## src/rtl/ser_pkg.sv

```systemverilog
// Shared definitions for the serial word link (transmitter and receiver):
// FSM encoding, counter-width helper and the framing constants of the link.
package ser_pkg;

  typedef enum logic {
    S_IDLE  = 1'b0,
    S_SHIFT = 1'b1
  } ser_state_e;

  localparam int SER_WORD_MIN = 2;
  localparam int SER_WORD_MAX = 32;

  // Link framing: words travel MSB first, bit 0 is flagged by a high marker.
  localparam bit SER_MSB_FIRST = 1'b1;
  localparam bit SER_LSB_MARK  = 1'b1;

  function automatic int ser_cnt_w(input int word_size);
    return (word_size < 2) ? 1 : $clog2(word_size);
  endfunction

endpackage

```

## src/rtl/par2ser_hold.sv

```systemverilog
// One-word holding register for par2ser, used only when PAR2SER_HOLD_EN is defined.
module par2ser_hold #(
  parameter int WIDTH = 8
) (
  input  logic             clk,
  input  logic             reset,
  input  logic             wr_en_i,
  input  logic [WIDTH-1:0] wr_data_i,
  input  logic             rd_en_i,
  output logic             hold_valid_o,
  output logic [WIDTH-1:0] hold_data_o
);

  logic             hold_valid_q;
  logic [WIDTH-1:0] hold_data_q;

  // Write and read never coincide: a write needs an empty slot, a read a full one.
  always_ff @(posedge clk) begin
    if (reset) begin
      hold_valid_q <= 1'b0;
    end else if (wr_en_i) begin
      hold_valid_q <= 1'b1;
    end else if (rd_en_i) begin
      hold_valid_q <= 1'b0;
    end
  end

  always_ff @(posedge clk) begin
    if (wr_en_i) begin
      hold_data_q <= wr_data_i;
    end
  end

  assign hold_valid_o = hold_valid_q;
  assign hold_data_o  = hold_data_q;

endmodule

```

## src/rtl/par2ser.sv

```systemverilog
// Parallel-to-serial transmitter: MSB-first shifter with lsb_out framing marker.
// Define PAR2SER_HOLD_EN to add a one-word holding register in front of the shifter.
module par2ser
  import ser_pkg::*;
#(
  parameter int WORD_SIZE = 8
) (
  input  logic                 clk,
  input  logic                 reset,
  input  logic [WORD_SIZE-1:0] par_in,
  input  logic                 in_valid,
  output logic                 in_ready,
  output logic                 serial_out,
  output logic                 lsb_out,
  output logic                 busy
);

  localparam int              CW      = ser_cnt_w(WORD_SIZE);
  localparam logic [CW-1:0]   CNT_TOP = CW'(WORD_SIZE - 1);

  if (WORD_SIZE < SER_WORD_MIN || WORD_SIZE > SER_WORD_MAX || !SER_MSB_FIRST) begin : g_bad_cfg
    $error("par2ser: WORD_SIZE must lie in 2..32");
  end

  ser_state_e           state_q, state_d;
  logic [CW-1:0]        cnt_q, cnt_d;
  logic [WORD_SIZE-1:0] shreg_q, shreg_d;
  logic                 lsb_q, lsb_d;
  logic                 busy_q, busy_d;

  logic                 last_bit;
  logic                 shifter_free;
  logic                 load;
  logic [WORD_SIZE-1:0] load_data;

  assign last_bit     = (state_q == S_SHIFT) && (cnt_q == '0);
  assign shifter_free = (state_q == S_IDLE) || last_bit;

`ifdef PAR2SER_HOLD_EN
  logic                 accept;
  logic                 hold_valid;
  logic [WORD_SIZE-1:0] hold_data;

  assign in_ready  = !reset && !hold_valid;
  assign accept    = in_valid && in_ready;
  // A held word always goes first; a fresh word can only arrive while the slot is empty.
  assign load      = shifter_free && (hold_valid || accept);
  assign load_data = hold_valid ? hold_data : par_in;

  par2ser_hold #(
    .WIDTH(WORD_SIZE)
  ) u_hold (
    .clk          (clk),
    .reset        (reset),
    .wr_en_i      (accept && !shifter_free),
    .wr_data_i    (par_in),
    .rd_en_i      (shifter_free && hold_valid),
    .hold_valid_o (hold_valid),
    .hold_data_o  (hold_data)
  );
`else
  assign in_ready  = !reset && shifter_free;
  assign load      = in_valid && in_ready;
  assign load_data = par_in;
`endif

  // Next state: loading wins over the idle return, which keeps back-to-back words gap-free.
  always_comb begin
    state_d = state_q;
    cnt_d   = cnt_q;
    shreg_d = shreg_q;
    lsb_d   = ~SER_LSB_MARK;
    busy_d  = busy_q;
    if (load) begin
      state_d = S_SHIFT;
      cnt_d   = CNT_TOP;
      shreg_d = load_data;
      busy_d  = 1'b1;
    end else if (state_q == S_SHIFT) begin
      if (cnt_q == '0) begin
        state_d = S_IDLE;
        shreg_d = '0;
        busy_d  = 1'b0;
      end else begin
        cnt_d   = cnt_q - CW'(1);
        shreg_d = shreg_q << 1;
        lsb_d   = (cnt_q == CW'(1)) ? SER_LSB_MARK : ~SER_LSB_MARK;
      end
    end
  end

  always_ff @(posedge clk) begin
    if (reset) begin
      state_q <= S_IDLE;
      cnt_q   <= '0;
      shreg_q <= '0;
      lsb_q   <= 1'b0;
      busy_q  <= 1'b0;
    end else begin
      state_q <= state_d;
      cnt_q   <= cnt_d;
      shreg_q <= shreg_d;
      lsb_q   <= lsb_d;
      busy_q  <= busy_d;
    end
  end

  // The shifter MSB is the line bit; it is cleared whenever the FSM is idle.
  assign serial_out = shreg_q[WORD_SIZE-1];
  assign lsb_out    = lsb_q;
  assign busy       = busy_q;

endmodule

```

## config.mk

```make
export PLATFORM = sky130hd
export DESIGN_NAME = par2ser
export DESIGN_NICKNAME = d
export VERILOG_FILES = /design/src/rtl/ser_pkg.sv /design/src/rtl/par2ser_hold.sv /design/src/rtl/par2ser.sv
export SDC_FILE = /design/constraint.sdc
export NUM_CORES = 1
export LEC_CHECK = 0
export ABC_AREA = 0
export BUFFER_PORTS_ARGS = -buffer_cell sky130_fd_sc_hd__buf_2
export CAP_MARGIN = 10
export CORE_MARGIN = 2
export CORE_UTILIZATION = 51
export DETAILED_ROUTE_END_ITERATION = 6
export GPL_ROUTABILITY_DRIVEN = 0
export PLACE_DENSITY = 0.75
export SLEW_MARGIN = 15
export SYNTH_ARGS = -nofsm -noshare
export SYNTH_HDL_FRONTEND = slang
export SYNTH_SLANG_ARGS = --single-unit
```

## constraint.sdc

```tcl
create_clock -name clk -period 1.7 [get_ports clk]
set_input_delay 0.34 -clock clk [delete_from_list [all_inputs] [get_ports clk]]
set_output_delay 0.34 -clock clk [all_outputs]
set_load 0.005 [all_outputs]
```

After elaboration in Yosys (flattened, before gate mapping)
Cells that the tools add are included.
{"block": "op_classes", "n_addsub": 1, "n_mul": 0, "div": 0, "n_lt_le_gt_ge": 0, "n_eq_ne": 2, "shifts": 0, "n_mux": 13, "bitwise_logic": 1, "reduce_logical": 11}
{"cell": "$mux W8", "n": 3}
{"cell": "$mux W3", "n": 3}
{"cell": "$mux W1", "n": 7}
{"cell": "$reduce_and A2 Y1", "n": 2}
{"cell": "$reduce_bool A2 Y1", "n": 2}
{"cell": "$reduce_or A4 Y1", "n": 1}
{"cell": "$eq A3 B1 Y1 const B", "n": 1}
{"cell": "$logic_and A1 B1 Y1", "n": 3}
{"cell": "$logic_not A3 Y1", "n": 1}
{"cell": "$sub A3 B1 Y3 const B", "n": 1}
{"cell": "$ne A2 B2 Y1 const B", "n": 1}
{"cell": "$logic_not A1 Y1", "n": 1}
{"cell": "$logic_or A1 B1 Y1", "n": 1}
{"cell": "$not A1 Y1", "n": 1}
{"block": "word_totals", "ff_bits": 14, "latchBits": 0, "ramBits": 0, "romBits": 0, "output_inout_bits": 4, "memories": 0}

Logic depth before layout (Yosys ltp)
Gate-level depths: netlist of run 1.
{"block": "logic_depth", "depth_word": 7, "ltp_mapped": 6, "ltp_nobuf": 5}

Worst setup path after synthesis of run 1
No wires, ideal clock.
{"block": "synth_path", "kind": "register -> output", "startpoint": "register cnt_q[0]", "endpoint": "output in_ready", "t_arrival_ns": 0.989, "setup_slack_ns": 0.371, "stages_incl_launch_ff": 6, "n_path_buf": 1, "cell_sequence": "dfxtp_1 > inv_1 > ha_1 > nand2b_4 > buf_6 > a21oi_1"}
{"block": "synth_via", "elab_chain_len": 4}
{"item": "start: declaration", "line_no": "par2ser.sv:26", "text": "logic [CW-1:0] cnt_q, cnt_d;"}
{"item": "start signal: assignment", "line_no": "par2ser.sv:101", "text": "cnt_q <= cnt_d;"}
{"item": "$logic_not A3 Y1", "line_no": "par2ser.sv:36", "text": "assign last_bit = (state_q == S_SHIFT) && (cnt_q == '0);"}
{"item": "$logic_and A1 B1 Y1", "line_no": "par2ser.sv:36"}
{"item": "$logic_or A1 B1 Y1", "line_no": "par2ser.sv:37", "text": "assign shifter_free = (state_q == S_IDLE) || last_bit;"}
{"item": "$logic_and A1 B1 Y1", "line_no": "par2ser.sv:62", "text": "assign in_ready = !reset && shifter_free;"}
{"item": "end: declaration", "line_no": "par2ser.sv:12", "text": "output logic in_ready,"}
Every way passes these cells.

Worst setup path in the final report of run 1
Ends and elaborated chain as after synthesis.

==> results.yml, run 1 <==
synth:
  ys_warn_count: 0
  synthTopCellsByArea: "dfxtp_1 40%, a32oi_1 8.7%, a21o_1 8.6%, a21oi_1 7.1%, ha_1 5.3%"
  synth_cell_types: 24
  syn_area_per_cell_sq_um: 9.116
  yosys_most_used_dff: "dfxtp_1"
  synthesis.nets: 91
  yosys.area_share.simple: 0.1212
  ys_ff_latch: 14
  yosysTopAreaCellShare: 0.3993
  synth-edff-count: 0
  synth_xor_area_frac: 0
  synthAdderAreaFrac: 0.05348
  yosys.area.top_type: "dfxtp_1"
  synthMuxAreaShare: 0
  synth_compound_area_frac: 0.3476
  synthArstFlopShare: 0
  synthesis.area_sq_um: 701.9
  synth_top_family_by_area: "compound AO/OA/AOI/OAI gates"
  ys_seq_area_frac: 0.3993
  synthCells: 77
sta:
  max_freq_ghz: 0.6326
  timing.final.crit_period_ns: 1.581
  final-setup-viol-count: 0
  fin_setup_tns_ns: 0
  max_slew_margin: 0.6756
  clock_skew_ns: 0.006815
  fin_crit_sh: 0.9298
  slew_viol_final: 0
  worst_pin_slew_ns: 0.4860
  hold_viol_final: 0
  rsz0062_at_grt: "false"
die:
  design.core.area_sq_um: 1301
  initial_core_util: 0.5394
  num_rows: 13
  die_x_um: 41.10
  dieArea_sq_um: 1689
  die_h_um: 41.10
  io_pins: 15
pwr:
  swShare: 0.2729
  seqPwrFrac: 0.491
  p_comb_frac: 0.208
  p_sw_uw: 209.4
  p_leak_nw: 0.3512
  vdd_drop_max_v: 0.0005544
  clkPwrFrac: 0.301
  power-per-cell-area_nw_per_um2: 930.7
  p_int_uw: 557.9
  power.total_uw: 767.4
global_routing:
  grt_pass1_vias: 459
  antenna_found_initial: 0
  grt_pass1_wl_um: 2021
  overflow: 0
  grt.total_usage: 0.1911
  grt_max_degree: 16
clock_network:
  clock-sinks: 14
  cts-root-buf: "clkbuf_4"
  cts_htree_levels: 1
  cts_buffers: 3
  clk-insertion-delay-late_ns: 0.28
  cts_tree: "built"
  ctsLongestPathBuffers: 2
  clk_pin_slew_ns: 0.08
  post_cts_buffers: 0
detailed_routing:
  drt_first_pass_iters: 4
  antenna_left: 0
  viasPerCell: 5.676
  drc_errors: 0
  post_drt_wl_per_cell_um: 13.03
  wirelength_um: 1368
  via_count: 596
  drt-initial-drc-count: 9
layout:
  final_area_sq_um: 824.5
  nNetsFinal: 105
  drive_above_1_share: 0.3222
  diodes: 0
  fillers: 119
  areaGrowthSynthToFinish_pct: 17.47
place:
  dp_hpwl_um: 859.3
  placed_area_sq_um: 763.2
  port_buffers: 14
flow_run:
  cap_violations: 0
critical_path:
  crit_arrival_ns: 1.24
  path_max_fanout: 11
  critPathMaxStageDelay_ns: 0.33
  required_ns: 1.36
  slowest_stage: "dfxtp_1"
  critPathLaunchType: "flop"
  cp_cell_sequence: "inv_2, ha_4, nand2b_4, a21oi_2, buf_2"
  end_kind: "output pin"
  criticalPathCategory: "reg -> out"
hold_path:
  hold_path.class: "in -> reg"
outcome:
  status: "finished clean"
[cells by family (layout without fill, tap and decap cells)]
family | count (synthesis) | count (layout)
compound gates | 34 | 34
flops | 14 | 14
buf+inv | 9 | 21
fa+ha+maj | 3 | 3
simple gates | 17 | 18
[metrics by stage]
step | util | instances | hold slack, ns | setup slack (ns)
finish | 0.6337 | 105 | 0.3728 | 0.1193
global route | 0.6337 | 105 | 0.3865 | 0.01167
CTS | 0.6308 | 105 | 0.3706 | 0.03292
detailed placement | 0.5865 | 100 | 0.4666 | 0.2263
global placement | 0.5865 | 100 | 0.4525 | 0.2653
floorplan | - | 77 | 0.4121 | 0.3712
[cells in the mapped netlist, types with 2 or more instances]
library cell / number
a21o_1: 8
dfxtp_1: 14
buf_2: 5
nor2_1: 3
buf_6: 2
nand2_1: 9
inv_1: 2
ha_1: 3
a32oi_1: 7
a21oi_1: 10
[cells in the final DEF, fill, tap and decap left out]
cell type,n
a31oi_1,1
nand2b_1,1
a21o_1,8
a21boi_0,1
a21oi_1,9
a311oi_1,1
a21oi_2,2
inv_2,2
buf_2,14
ha_1,2
clkbuf_8,1
a211oi_1,1
a221oi_1,1
clkbuf_4,3
dfxtp_1,14
a21o_2,1
buf_12,1
a31o_2,1
nand2_1,9
and4_1,1
nor2_2,1
ha_4,1
nand2b_4,1
o21a_1,1
nor2_1,3
a32oi_1,7
nor3_1,1
nand2b_2,1
[metal layers]
layer,up-vias,routed length [um],GRT usage
met5,-,0,0
met3,2,80,0.09783
met1,265,679,0.2345
li1,312,-,-
met2,17,595,0.2813
met4,0,12,0.07258
[worst max-delay path, delay by kind of cell (launching register included)]
kind                       cells  cell delay [ns]
buffers and inverters          2             0.21
AOI/OAI and AO/OA              1             0.14
DFF                            1             0.33
adders and majority gates      1             0.18
and+or+nand+nor                1             0.11
[path summary, 6_finish.rpt]
kind	from	to	slack, ns	cells past startpoint
setup / recovery	cnt_q[0]	in_ready	0.12	5
hold / removal	par_in[3]	shreg_q[3]	0.37	4
setup reg to reg	state_q	cnt_q[2]	0.43	3
hold reg to reg	busy	busy	0.48	1
[timing repair]
item                       in CTS  in global routing
hold endpoints to repair        0                  0
hold buffers                    0                  0
resized for setup               2                  3
setup endpoints to repair       1                  1
cloned                          1                  0
[cell type report]
type	instances	area (sq um)	area share
inverters	2	7.507	0.009105
multi-input cells	55	391.6	0.4750
well taps	15	18.77	0.02276
flip-flops and latches	14	280.3	0.3399
repair buffers	15	90.09	0.1093
clock buffers	4	36.28	0.04401
[power by group through the flow]
| stage | Combinational, mW | Sequential, mW | Clock [mW] |
|---|---|---|---|
| detailed placement | 0.143 | 0.381 | 0 |
| CTS | 0.159 | 0.374 | 0.240 |
| floorplan | 0.122 | 0.372 | 0 |
| global placement | 0.139 | 0.380 | 0 |
| global route | 0.177 | 0.379 | 0.252 |
| finish | 0.160 | 0.376 | 0.231 |
[sequential cells by signal (all words and copies together) (netlist names)]
register / cells
state_q: 1
cnt_q: 3
busy: 1
lsb_out: 1
shreg_q: 8
Note: power is estimated with default switching activity, not from simulation.
==> inputs of run 2 (changes only) <==
--- a/config.mk
+++ b/config.mk
@@ -8,11 +8,12 @@
 export ABC_AREA = 0
 export BUFFER_PORTS_ARGS = -buffer_cell sky130_fd_sc_hd__buf_2
 export CAP_MARGIN = 10
+export CORE_ASPECT_RATIO = 1.1
 export CORE_MARGIN = 2
-export CORE_UTILIZATION = 51
+export CORE_UTILIZATION = 46
 export DETAILED_ROUTE_END_ITERATION = 6
 export GPL_ROUTABILITY_DRIVEN = 0
-export PLACE_DENSITY = 0.75
+export PLACE_DENSITY = 0.72
 export SLEW_MARGIN = 15
 export SYNTH_ARGS = -nofsm -noshare
 export SYNTH_HDL_FRONTEND = slang
==> constraint.sdc (replaced) <==
create_clock -name clk -period 1.3 [get_ports clk]
set_input_delay 0.26 -clock clk [delete_from_list [all_inputs] [get_ports clk]]
set_output_delay 0.26 -clock clk [all_outputs]
set_load 0.005 [all_outputs]
==> run 2 against run 1 <==
  * The run now ends with setup timing left
  * Total power rose by 26%
  * First-iteration DRC count fell by 11%
  * Critical path depth did not move
  * Final cell count rose by 6.7%
  * Hold slack got worse by 0.068 ns
  * Via count rose by 4.9%
  * Worst setup slack got worse by 0.18 ns
  * Combinational power rose by 52%
  * Critical path type unchanged
  * Utilization fell by 2.5 points
==> results.yml, run 2 (synthesis results as in run 1) <==
die:
  io_pins: 15
  dieArea_sq_um: 1855
  design.core.area_sq_um: 1401
  num_rows: 14
  die_h_um: 44.97
  die_x_um: 41.25
  initial_core_util: 0.5009
sta:
  slew_viol_final: 0
  clock_skew_ns: 0.001082
  rsz0062_at_grt: "true"
  hold_viol_final: 0
  max_slew_margin: 0.7878
  final-setup-viol-count: 3
  worst_pin_slew_ns: 0.3179
  finalWorstSetupSlack_ns: -0.05984
  timing.final.crit_period_ns: 1.360
  fin_crit_sh: 1.046
  max_freq_ghz: 0.7354
detailed_routing:
  antenna_left: 0
  drt-initial-drc-count: 8
  via_count: 625
  wirelength_um: 1364
  drt_first_pass_iters: 4
  post_drt_wl_per_cell_um: 12.18
  drc_errors: 0
  viasPerCell: 5.580
critical_path:
  critPathLaunchType: "flop"
  endpoint: "in_ready"
  cp_cell_sequence: "inv_2, ha_4, nand2b_4, a21oi_2, buf_2"
  cp.buffers_inverters: 2
  slowest_stage: "dfxtp_2"
  r2r_setup_slack_ns: -0.03
  cp_top_family: "flip-flops"
  crit_start: "cnt_q[0]"
  end_kind: "output pin"
  crit_cells: 5
  reg2reg_depth: 7
  crit_arrival_ns: 1.10
  r2r-end: "shreg_q[6]"
  rr_startpoint: "cnt_q[0]"
  required_ns: 1.04
  criticalPathCategory: "reg -> out"
  critPathMaxStageDelay_ns: 0.33
  path_max_fanout: 2
layout:
  nNetsFinal: 112
  areaGrowthSynthToFinish_pct: 21.57
  top_regs: "shreg_q x8, cnt_q x3"
  drive_above_1_share: 0.3854
  layout_commonest_cell: "buf_2"
  largest_register: "shreg_q"
  fillers: 147
  diodes: 0
  utilization: 0.6089
  layout.cells.non_filler: 112
  layout_common_cells: "14 x buf_2, 12 x dfxtp_1, 9 x nand2_1, 9 x a21oi_1, 9 x buf_4"
  largest_register_ffs: 8
place:
  pre_cts_slack_ns: -0.006895
  port_buffers: 14
  dp_hpwl_um: 942.5
  place_inst: 108
clock_network:
  clk_pin_slew_ns: 0.08
  clk-insertion-delay-late_ns: 0.27
  ctsHoldBuffers: 0
  cts-root-buf: "clkbuf_4"
  cts_buffers: 3
  ctsLongestPathBuffers: 2
  cts_htree_levels: 1
  cts_tree: "built"
  clock-sinks: 14
pwr:
  power.total_uw: 964.4
  p_leak_nw: 0.3756
  vdd_drop_max_v: 0.0006688
  power-per-cell-area_nw_per_um2: 1130
outcome:
  violations: "setup timing"
  status: "complete, but fails checks"
global_routing:
  grt_pass1_vias: 561
  grt_pass1_wl_um: 2228
  grt_max_degree: 17
  overflow: 0
  grt.total_usage: 0.1786
  antenna_found_initial: 0
flow_run:
  cap_violations: 0
hold_path:
  hold_path.class: "in -> reg"
==> run 2: changes by cell type in the layout (fill, tap and decap cells not counted) <==
cell	previous run	this run
buf_4	0	9
dfxtp_1	14	12
dfxtp_2	0	2
buf_12	1	0
clkbuf_8	1	0
nand2b_2	1	0
==> run 2: layout make-up <==
cell class	instances	area, sq um	share of cell area
Multi-Input combinational cell	54	382.9	0.4487
Tap cell	16	20.02	0.02346
Inverter	2	7.507	0.008798
Timing Repair Buffer	23	137.6	0.1613
Sequential cell	14	282.8	0.3314
Clock buffer	3	22.52	0.02639
==> run 2: how the worst min path moves through the flow <==
stage | end | slack, ns | from | cells after the start
after CTS | shreg_q[2] | 0.30 | par_in[2] | 4
after detailed placement | busy | 0.45 | busy | 1
after global routing | shreg_q[4] | 0.31 | par_in[4] | 4
final | shreg_q[2] | 0.30 | par_in[2] | 4
after global placement | busy | 0.44 | busy | 1
after floorplan | cnt_q[1] | 0.33 | reset | 1
==> run 2: power breakdown <==
group	switching, mW	internal [mW]
clock	0.130	0.107
combinational	0.122	0.122
sequential	0.0209	0.463
==> run 2: tightest hold or removal path, cell delays in order <==
cell     delay (ns)
buf_2          0.09
nand2_1        0.05
a21o_1         0.08
a21oi_1        0.05
==> run 2: through the flow <==
stage	instance area, sq um	hold WS, ns	setup TNS (ns)
5_1_grt	853.3	0.3063	-0.4607
4_1_cts	852.1	0.3003	-0.1406
3_3_place_gp	804.5	0.4427	0
2_1_floorplan	701.9	0.3321	0
6_report	853.3	0.3050	-0.1145
3_5_place_dp	804.5	0.4482	-0.01339
==> run 2: layer usage <==
metal,up-vias,part of all wire,global-route usage
met4,0,0.0066,0.07742
li1,324,-,-
met3,2,0.054,0.04433
met1,281,0.44,0.2130
met2,18,0.49,0.2938
met5,-,0,0
==> run 2: timing repair <==
action                                  4_1_cts  5_1_grt
resized for setup                             6        1
endpoints found under the hold margin         0        0
pin swaps                                     2        0
buffers inserted                              1        0
endpoints found under the setup margin        4        9
==> inputs of run 3 (changes only) <==
--- a/config.mk
+++ b/config.mk
@@ -13,7 +13,7 @@
 export CORE_UTILIZATION = 46
 export DETAILED_ROUTE_END_ITERATION = 6
 export GPL_ROUTABILITY_DRIVEN = 0
-export PLACE_DENSITY = 0.72
+export PLACE_DENSITY = 0.82
 export SLEW_MARGIN = 15
 export SYNTH_ARGS = -nofsm -noshare
 export SYNTH_HDL_FRONTEND = slang
==> run 3 against run 2 <==
  * The flow still finishes with violations (setup timing)
  * Register-to-register slack about the same
  * Via count increased by 7.5%
  * Sequential share of layout area decreased by 1.0 points
  * Wire length increased by 16%
  * Maximum frequency decreased by 0.29%
  * Critical path depth unchanged
  * Highest routed layer unchanged
==> results.yml, run 3 (synthesis results as in run 1) <==
outcome:
  status: "complete, but fails checks"
  violations: "setup timing"
layout:
  drive_above_1_share: 0.4063
  largest_register_ffs: 8
  layout_commonest_cell: "buf_2"
  regArea_sq_um: 282.8
  nNetsFinal: 112
  layout_common_cells: "14 x buf_2, 12 x dfxtp_1, 9 x nand2_1, 9 x a21oi_1"
  multi_input_area_sq_um: 397.9
  largest_register: "shreg_q"
  diodes: 0
  top_regs: "shreg_q x8, cnt_q x3"
  areaGrowthSynthToFinish_pct: 25.49
  fillers: 126
  utilization: 0.6286
detailed_routing:
  viasPerCell: 6.000
  drt-initial-drc-count: 25
  antenna_left: 0
  wirelength_um: 1586
  post_drt_wl_per_cell_um: 14.16
  drt_first_pass_iters: 4
  via_count: 672
  drc_errors: 0
clock_network:
  ctsLongestPathBuffers: 2
  cts_htree_levels: 1
  clk-insertion-delay-late_ns: 0.27
  cts_tree: "built"
  clk_pin_slew_ns: 0.08
  cts_buffers: 3
  clock-sinks: 14
  ctsHoldBuffers: 0
  cts-root-buf: "clkbuf_4"
die:
  initial_core_util: 0.5009
  dieArea_sq_um: 1855
  die_h_um: 44.97
  die_x_um: 41.25
  num_rows: 14
  design.core.area_sq_um: 1401
  io_pins: 15
pwr:
  p_int_uw: 704.9
  swShare: 0.2883
  clkPwrFrac: 0.236
  seqPwrFrac: 0.495
  p_sw_uw: 285.6
  vdd_drop_max_v: 0.0006727
  p_comb_frac: 0.269
  power.total_uw: 990.4
  power-per-cell-area_nw_per_um2: 1124
  p_leak_nw: 0.3873
critical_path:
  critPathLaunchType: "flop"
  required_ns: 1.04
  path_max_fanout: 2
  slowest_stage: "dfxtp_2"
  crit_arrival_ns: 1.10
  end_kind: "output pin"
  critPathMaxStageDelay_ns: 0.33
  cp_cell_sequence: "inv_2, ha_4, nand2b_4, a21oi_2, buf_2"
  criticalPathCategory: "reg -> out"
sta:
  clock_skew_ns: 0.0007274
  fin_setup_tns_ns: -0.1500
  worst_pin_slew_ns: 0.3581
  max_freq_ghz: 0.7333
  max_slew_margin: 0.7610
  final-setup-viol-count: 6
  hold_viol_final: 0
  slew_viol_final: 0
  rsz0062_at_grt: "true"
  timing.final.crit_period_ns: 1.364
  holdWs_ns: 0.3086
  finalWorstSetupSlack_ns: -0.06374
  fin_crit_sh: 1.049
global_routing:
  grt.total_usage: 0.2171
  grt_max_degree: 16
  antenna_found_initial: 0
  overflow: 0
  grt_pass1_vias: 599
  grt_pass1_wl_um: 2684
hold_path:
  hold_path.class: "in -> reg"
place:
  port_buffers: 14
  pre_cts_slack_ns: -0.02649
  dp_hpwl_um: 1087
flow_run:
  cap_violations: 0
[run 3: cell counts in the layout (fill, tap and decap cells not counted)]
Identical to the previous run, type by type.
[run 3: final cells by class]
| cell class | count | area share |
|---|---|---|
| Clock buffer | 3 | 0.02557 |
| Inverter | 2 | 0.008523 |
| Multi-Input combinational cell | 54 | 0.4517 |
| Sequential cell | 14 | 0.3210 |
| Tap cell | 16 | 0.02273 |
| Timing Repair Buffer | 23 | 0.1705 |
[run 3: path summary, 6_finish.rpt]
check	startpoint	to	slack, ns	depth (start not counted)
worst max register to register	cnt_q[0]	shreg_q[5]	-0.03	7
worst min-delay path	par_in[7]	shreg_q[7]	0.31	4
worst min register to register	shreg_q[0]	shreg_q[0]	0.46	2
worst max-delay path	cnt_q[0]	in_ready	-0.06	5
[run 3: metal layers]
metal / global-route usage / routed length [um]
met5: 0 / 0
met4: 0.1032 / 28
met3: 0.02956 / 85
met2: 0.3406 / 816
met1: 0.2866 / 655
[run 3: timing repair]
item | in CTS | in global routing
setup buffers | 2 | 0
endpoints found under the setup margin | 7 | 9
pin swaps | 2 | 1
gates resized for setup | 8 | 2
[run 3: through the flow]
step,std cells,cell area (sq um)
global placement,107,809.5
CTS,112,873.3
finish,112,880.8
floorplan,77,701.9
detailed placement,107,809.5
global route,112,880.8
[run 3: power groups by stage]
stage	registers, mW	clock network, mW	logic [mW]
after CTS	0.489	0.235	0.259
after detailed placement	0.495	0	0.232
after global placement	0.493	0	0.223
final	0.490	0.233	0.267
after global routing	0.494	0.260	0.296
after floorplan	0.487	0	0.160
[run 3: worst max-delay path: cells and delay by family, from the launching register on]
kind	cells	cell delay (ns)
flip-flops	1	0.33
AO/OA/AOI/OAI	1	0.11
adder cells (fa/ha/maj)	1	0.15
AND/OR/NAND/NOR	1	0.06
buffers and inverters	2	0.19
